==> src/rtl/debug_ram_loader.sv <==
// Byte-stream loader/dumper for the RV32Core debug RAM ports; holds the core in reset while loading.
// Define DBG_LOADER_CHECKSUM_EN to require an XOR checksum byte after the last word of each load.
module debug_ram_loader #(
   parameter int WORDS      = 4096,
   parameter int RST_CYCLES = 5
) (
   input  logic        CPU_CLK,
   input  logic        CPU_RST_N,
   input  logic        in_valid,
   input  logic [7:0]  in_data,
   output logic        in_ready,
   output logic        out_valid,
   output logic [7:0]  out_data,
   input  logic        out_ready,
   output logic [31:0] CPU_Debug_DataRAM_A2,
   output logic [31:0] CPU_Debug_DataRAM_WD2,
   output logic [3:0]  CPU_Debug_DataRAM_WE2,
   input  logic [31:0] CPU_Debug_DataRAM_RD2,
   output logic [31:0] CPU_Debug_InstRAM_A2,
   output logic [31:0] CPU_Debug_InstRAM_WD2,
   output logic [3:0]  CPU_Debug_InstRAM_WE2,
   output logic        core_rst,
   output logic        busy,
   output logic        err
);

   localparam int IDXW = $clog2(WORDS + 1);
   localparam int RCW  = (RST_CYCLES > 1) ? $clog2(RST_CYCLES) : 1;
   localparam logic [16:0]    WORDS_L  = 17'(WORDS);
   localparam logic [RCW-1:0] RUN_LAST = RCW'(RST_CYCLES - 1);

   typedef enum logic [3:0] {
      S_IDLE,
      S_CNT_LO,
      S_CNT_HI,
      S_LOAD_BYTE,
      S_LOAD_WRITE,
      S_CSUM,
      S_DUMP_ADDR,
      S_DUMP_WAIT,
      S_DUMP_SEND,
      S_RUN_PULSE
   } state_t;

   state_t           stateQ, stateD;
   logic             selDataQ, selDataD;
   logic             dumpQ, dumpD;
   logic [15:0]      cntQ, cntD;
   logic [IDXW-1:0]  idxQ, idxD;
   logic [1:0]       byteQ, byteD;
   logic [31:0]      wordQ, wordD;
   logic [RCW-1:0]   runCntQ, runCntD;
   logic             coreRstQ, coreRstD;
   logic             errQ, errD;
`ifdef DBG_LOADER_CHECKSUM_EN
   logic [7:0]       csumQ, csumD;
`endif

   logic        readyState;
   logic        accept;
   logic        lastWord;
   logic [15:0] newCnt;
   logic [31:0] wordAddr;
   logic        writeCycle;

   always_ff @(posedge CPU_CLK) begin
      if (!CPU_RST_N) begin
         stateQ   <= S_IDLE;
         selDataQ <= 1'b0;
         dumpQ    <= 1'b0;
         cntQ     <= '0;
         idxQ     <= '0;
         byteQ    <= '0;
         wordQ    <= '0;
         runCntQ  <= '0;
         coreRstQ <= 1'b1;
         errQ     <= 1'b0;
`ifdef DBG_LOADER_CHECKSUM_EN
         csumQ    <= '0;
`endif
      end else begin
         stateQ   <= stateD;
         selDataQ <= selDataD;
         dumpQ    <= dumpD;
         cntQ     <= cntD;
         idxQ     <= idxD;
         byteQ    <= byteD;
         wordQ    <= wordD;
         runCntQ  <= runCntD;
         coreRstQ <= coreRstD;
         errQ     <= errD;
`ifdef DBG_LOADER_CHECKSUM_EN
         csumQ    <= csumD;
`endif
      end
   end

   // Reset is gated in so the host never sees a ready handshake while the loader is held.
   always_comb begin
      readyState = (stateQ == S_IDLE) || (stateQ == S_CNT_LO) ||
                   (stateQ == S_CNT_HI) || (stateQ == S_LOAD_BYTE);
`ifdef DBG_LOADER_CHECKSUM_EN
      if (stateQ == S_CSUM) begin
         readyState = 1'b1;
      end
`endif
   end

   assign in_ready   = CPU_RST_N && readyState;
   assign accept     = in_valid && in_ready;
   assign newCnt     = {in_data, cntQ[7:0]};
   assign lastWord   = ({{(16-IDXW){1'b0}}, idxQ} == (cntQ - 16'd1));
   assign wordAddr   = {{(30-IDXW){1'b0}}, idxQ, 2'b00};
   assign writeCycle = (stateQ == S_LOAD_WRITE);

   always_comb begin
      stateD   = stateQ;
      selDataD = selDataQ;
      dumpD    = dumpQ;
      cntD     = cntQ;
      idxD     = idxQ;
      byteD    = byteQ;
      wordD    = wordQ;
      runCntD  = runCntQ;
      coreRstD = coreRstQ;
      errD     = errQ;
`ifdef DBG_LOADER_CHECKSUM_EN
      csumD    = csumQ;
`endif

      case (stateQ)
         S_IDLE: begin
            if (accept) begin
               case (in_data)
                  8'h01: begin
                     selDataD = 1'b0;
                     dumpD    = 1'b0;
                     coreRstD = 1'b1;
                     stateD   = S_CNT_LO;
                  end
                  8'h02: begin
                     selDataD = 1'b1;
                     dumpD    = 1'b0;
                     coreRstD = 1'b1;
                     stateD   = S_CNT_LO;
                  end
                  8'h03: begin
                     selDataD = 1'b1;
                     dumpD    = 1'b1;
                     stateD   = S_CNT_LO;
                  end
                  8'h04: begin
                     coreRstD = 1'b1;
                     runCntD  = '0;
                     stateD   = S_RUN_PULSE;
                  end
                  default: errD = 1'b1;
               endcase
            end
         end

         S_CNT_LO: begin
            if (accept) begin
               cntD   = {8'h00, in_data};
               stateD = S_CNT_HI;
            end
         end

         // Zero and oversized counts return to IDLE without touching either RAM.
         S_CNT_HI: begin
            if (accept) begin
               cntD  = newCnt;
               idxD  = '0;
               byteD = '0;
`ifdef DBG_LOADER_CHECKSUM_EN
               csumD = '0;
`endif
               if (newCnt == 16'd0) begin
                  stateD = S_IDLE;
               end else if ({1'b0, newCnt} > WORDS_L) begin
                  errD   = 1'b1;
                  stateD = S_IDLE;
               end else if (dumpQ) begin
                  stateD = S_DUMP_ADDR;
               end else begin
                  stateD = S_LOAD_BYTE;
               end
            end
         end

         S_LOAD_BYTE: begin
            if (accept) begin
               wordD[8*byteQ +: 8] = in_data;
               byteD = byteQ + 2'd1;
`ifdef DBG_LOADER_CHECKSUM_EN
               csumD = csumQ ^ in_data;
`endif
               if (byteQ == 2'd3) begin
                  stateD = S_LOAD_WRITE;
               end
            end
         end

         S_LOAD_WRITE: begin
            if (lastWord) begin
`ifdef DBG_LOADER_CHECKSUM_EN
               stateD = S_CSUM;
`else
               stateD = S_IDLE;
`endif
            end else begin
               idxD   = idxQ + 1'b1;
               stateD = S_LOAD_BYTE;
            end
         end

         S_CSUM: begin
`ifdef DBG_LOADER_CHECKSUM_EN
            if (accept) begin
               if (in_data != csumQ) begin
                  errD = 1'b1;
               end
               stateD = S_IDLE;
            end
`else
            stateD = S_IDLE;
`endif
         end

         S_DUMP_ADDR: stateD = S_DUMP_WAIT;

         // RD2 reflects the address presented during DUMP_ADDR one cycle later.
         S_DUMP_WAIT: begin
            wordD  = CPU_Debug_DataRAM_RD2;
            byteD  = '0;
            stateD = S_DUMP_SEND;
         end

         S_DUMP_SEND: begin
            if (out_ready) begin
               byteD = byteQ + 2'd1;
               if (byteQ == 2'd3) begin
                  if (lastWord) begin
                     stateD = S_IDLE;
                  end else begin
                     idxD   = idxQ + 1'b1;
                     stateD = S_DUMP_ADDR;
                  end
               end
            end
         end

         S_RUN_PULSE: begin
            if (runCntQ == RUN_LAST) begin
               coreRstD = 1'b0;
               stateD   = S_IDLE;
            end else begin
               runCntD = runCntQ + 1'b1;
            end
         end

         default: stateD = S_IDLE;
      endcase
   end

   assign CPU_Debug_InstRAM_A2  = wordAddr;
   assign CPU_Debug_InstRAM_WD2 = wordQ;
   assign CPU_Debug_InstRAM_WE2 = (writeCycle && !selDataQ) ? 4'hF : 4'h0;
   assign CPU_Debug_DataRAM_A2  = wordAddr;
   assign CPU_Debug_DataRAM_WD2 = wordQ;
   assign CPU_Debug_DataRAM_WE2 = (writeCycle && selDataQ) ? 4'hF : 4'h0;

   assign out_valid = (stateQ == S_DUMP_SEND);
   assign out_data  = out_valid ? wordQ[8*byteQ +: 8] : 8'h00;
   assign busy      = (stateQ != S_IDLE);
   assign core_rst  = coreRstQ;
   assign err       = errQ;

endmodule
==> config.mk <==
export PLATFORM = sky130hd
export DESIGN_NAME = debug_ram_loader
export DESIGN_NICKNAME = d
export VERILOG_FILES = /design/src/rtl/debug_ram_loader.sv
export SDC_FILE = /design/constraint.sdc
export NUM_CORES = 1
export LEC_CHECK = 0
export BUFFER_PORTS_ARGS = -buffer_cell sky130_fd_sc_hd__buf_2
export CAP_MARGIN = 10
export CORE_ASPECT_RATIO = 1.25
export CORE_MARGIN = 5
export CORE_UTILIZATION = 45
export CTS_CLUSTER_SIZE = 28
export DETAILED_ROUTE_END_ITERATION = 8
export GPL_TIMING_DRIVEN = 0
export HOLD_SLACK_MARGIN = 0.12
export PLACE_DENSITY = 0.72
export SETUP_SLACK_MARGIN = 0.5
export SLEW_MARGIN = 20
export SYNTH_ARGS = -nofsm -noshare
export SYNTH_HDL_FRONTEND = slang
export SYNTH_SLANG_ARGS = --single-unit
export TNS_END_PERCENT = 10
==> constraint.sdc <==
create_clock -name CPU_CLK -period 9.3 [get_ports CPU_CLK]
set_clock_uncertainty 0.2 [all_clocks]
set_input_delay 0.93 -clock CPU_CLK [delete_from_list [all_inputs] [get_ports CPU_CLK]]
set_output_delay 0.93 -clock CPU_CLK [all_outputs]
set_load 0.02 [all_outputs]
==> results.ini <==
[synth]
ys_ff_latch = 74
yosysSeqAreaShare_pct = 28.6
yosys.area.top_type = dfxtp_1
synthCells = 635
synth_xor_area_share_pct = 3.05
synth_top_family_by_area = compound AO/OA/AOI/OAI gates
synth_area_leaders = dfxtp_1 (29%), buf_4 (13%), o211a_1 (6.6%)
synth_edf_count = 0
avgSynthCellArea_um2 = 8.14
synthAdderAreaFrac_pct = 1.94
syn_area_um2 = 5170
yosysUniqueCellTypes = 60
synth-simple-area-share_pct = 20.3
synth_mux_area_share_pct = 4.26
synthDominantCellAreaShare_pct = 28.6
synth_compound_area_share_pct = 24.6
async_reset_ff_share_pct = 0
yosysWarnings = 0
synth_flop_cell = dfxtp_1

[placement]
place_hpwl_um = 12900
gp_congestion = 0.946
portBuffers = 150

[run_status]
outcome = finished, final reports clean

[clocking]
postCtsHoldBufs = 0
htreeDepth = 3
worst_skew_pair.late_latency_ps = 340
cts_root_buf = clkbuf_16
post_cts_buffers = 0
clkSinkCount = 74
cts_resized = 0
ctsLongestPathBuffers = 2
clk_pin_slew_ps = 60
cts_made_buffers = 9
cts_tree = done

[worst_setup_path]
crit_fanout = 10
crit_arrival_ps = 2370
worst_setup_path_start_kind = flop
crit_type = flop to output pin
required_ps = 8170
critPathCaptureType = output pin

[timing]
min_period_ps = 3500
finalSetupViolCount = 0
clock.fmax_mhz = 285
tns_ps = 0
slew_headroom_pct = 30.6
period_share_pct = 37.7
hold_viol = 0
rsz0062_at_grt = no
drv_slew = 0
worstMarginPinSlew_ps = 1010

[drt]
wl_um = 16500
wl_per_cell_um = 16.9
drt_iter0_markers = 311
num_vias = 5361
dr.pass1.iters = 6
ant_nets = 0
vias_per_cell = 5.50
drc_errors = 0

[pwr]
p_per_area_nw_per_um2 = 113
ir_drop_v = 0.000100
p_total_w = 0.000739
p_leak_nw = 3.44

[die]
die_area_um2 = 13700
start_util_pct = 46.2
num_io_pins = 193
core_area_um2 = 11200
die_h_um = 130
die_w_um = 106
row_count = 43

[global_routing]
antenna_found_initial = 1
grt_pass1_vias = 5262
grt-ovfl-total = 0
grt_start_max_net_pins = 13
grt.total_usage_pct = 23.6
grt_pass1_wl_um = 26100

[cells_and_area]
fillers = 1021
final_common_cell = buf_2
multi_input_area_um2 = 2950
drive_above_1_share_pct = 32.7
final_cell_mix = buf_2 (155), buf_4 (89), nand2_1 (77), dfxtp_1 (74), conb_1 (38)
regArea_um2 = 1480
n_antenna_cell = 0
nets = 886
area_growth_pct = 26.7

[worst_hold_path]
min_path_type = flop to flop

[flow_run]
drv_cap = 0

per-stage QoR:
step / hold WS [ps] / instance area [um^2] / utilization, % / setup WS (ps) / std cells
2_1_floorplan: 255 / 5310 / - / 6250 / 672
3_3_place_gp: 247 / 6230 / 55.7 / 5610 / 957
3_5_place_dp: 254 / 6250 / 55.8 / 5560 / 958
4_1_cts: 269 / 6550 / 58.6 / 5750 / 974
5_1_grt: 287 / 6550 / 58.6 / 5600 / 974
6_report: 266 / 6550 / 58.6 / 5800 / 974
synthesized netlist by cell type, types with 4 or more instances:
library cell and instances:
o21ai_0 12, a21boi_0 18, nand2b_1 6, o211ai_1 6, a21oi_1 25, inv_1 13, clkbuf_1 33, mux2i_1 4
o211a_1 34, buf_4 89, nor4_1 5, ha_1 8, buf_2 4, or3_1 4, nor2_1 34, or4_1 9
and3_1 8, nand2_1 77, xnor2_1 11, nor3_1 12, o21a_1 8, mux4_2 8, nand3_1 27, a31oi_1 4
o31ai_1 6, a22oi_1 33, dfxtp_1 74, nor2b_1 13, xor2_1 7
cells by family (layout without fill, tap and decap cells):
| logic type | count (synthesis) | in the layout |
|---|---|---|
| compound gates | 167 | 167 |
| xor+xnor | 18 | 18 |
| simple gates | 213 | 213 |
| fa+ha+maj | 8 | 8 |
| mux | 12 | 12 |
| flops | 74 | 74 |
| buf+inv | 142 | 309 |
| other cells | 1 | 38 |
area by class of cell:
type / count / area share, %
timing repair buffer: 151 / 11.5
inverter: 13 / 0.745
multi-input combinational: 456 / 45.0
clock buffer: 12 / 3.91
tap: 135 / 2.58
clock inverter: 4 / 0.745
buffer: 129 / 12.9
sequential: 74 / 22.6
final timing paths:
kind	from	end	slack, ps	cells past startpoint
max	byteQ[0]$_SDFFE_PN0P_	out_data[5]	5800	4
min	err$_SDFFE_PN0P_	err$_SDFFE_PN0P_	270	1
min reg2reg	err$_SDFFE_PN0P_	err$_SDFFE_PN0P_	270	1
max reg2reg	cntQ[0]$_SDFFE_PN0P_	stateQ[1]$_SDFFE_PN0P_	5940	8
layer usage:
layer	part of all wire [%]	routed length, um	track usage [%]	up-vias
li1	-	-	-	2558
met1	37	6140	26.2	2467
met2	50	8220	41.9	286
met3	9.3	1540	5.94	48
met4	3.6	587	12.3	2
met5	0.12	20	0	-
worst max-delay path: stages, from the launching register on:
cell	delay, ps
dfxtp_1	420
buf_1	680
mux4_2	600
nor2b_1	140
buf_2	180
power breakdown:
part           internal, W  total [W]  switching (W)  leakage, nW
clock network     0.000222   0.000359       0.000137        0.153
logic            0.0000232  0.0000615      0.0000383         2.70
registers         0.000317   0.000318    0.000000218        0.596
flip-flops by register name (all words and copies together) (netlist names):
signal                 cells
runCntQ                    3
byteQ                      2
stateQ                     4
cntQ                      16
err                        1
dumpQ                      1
core_rst                   1
idxQ                      13
CPU_Debug_DataRAM_WD2     32
selDataQ                   1
(Power assumes the default switching activity.)
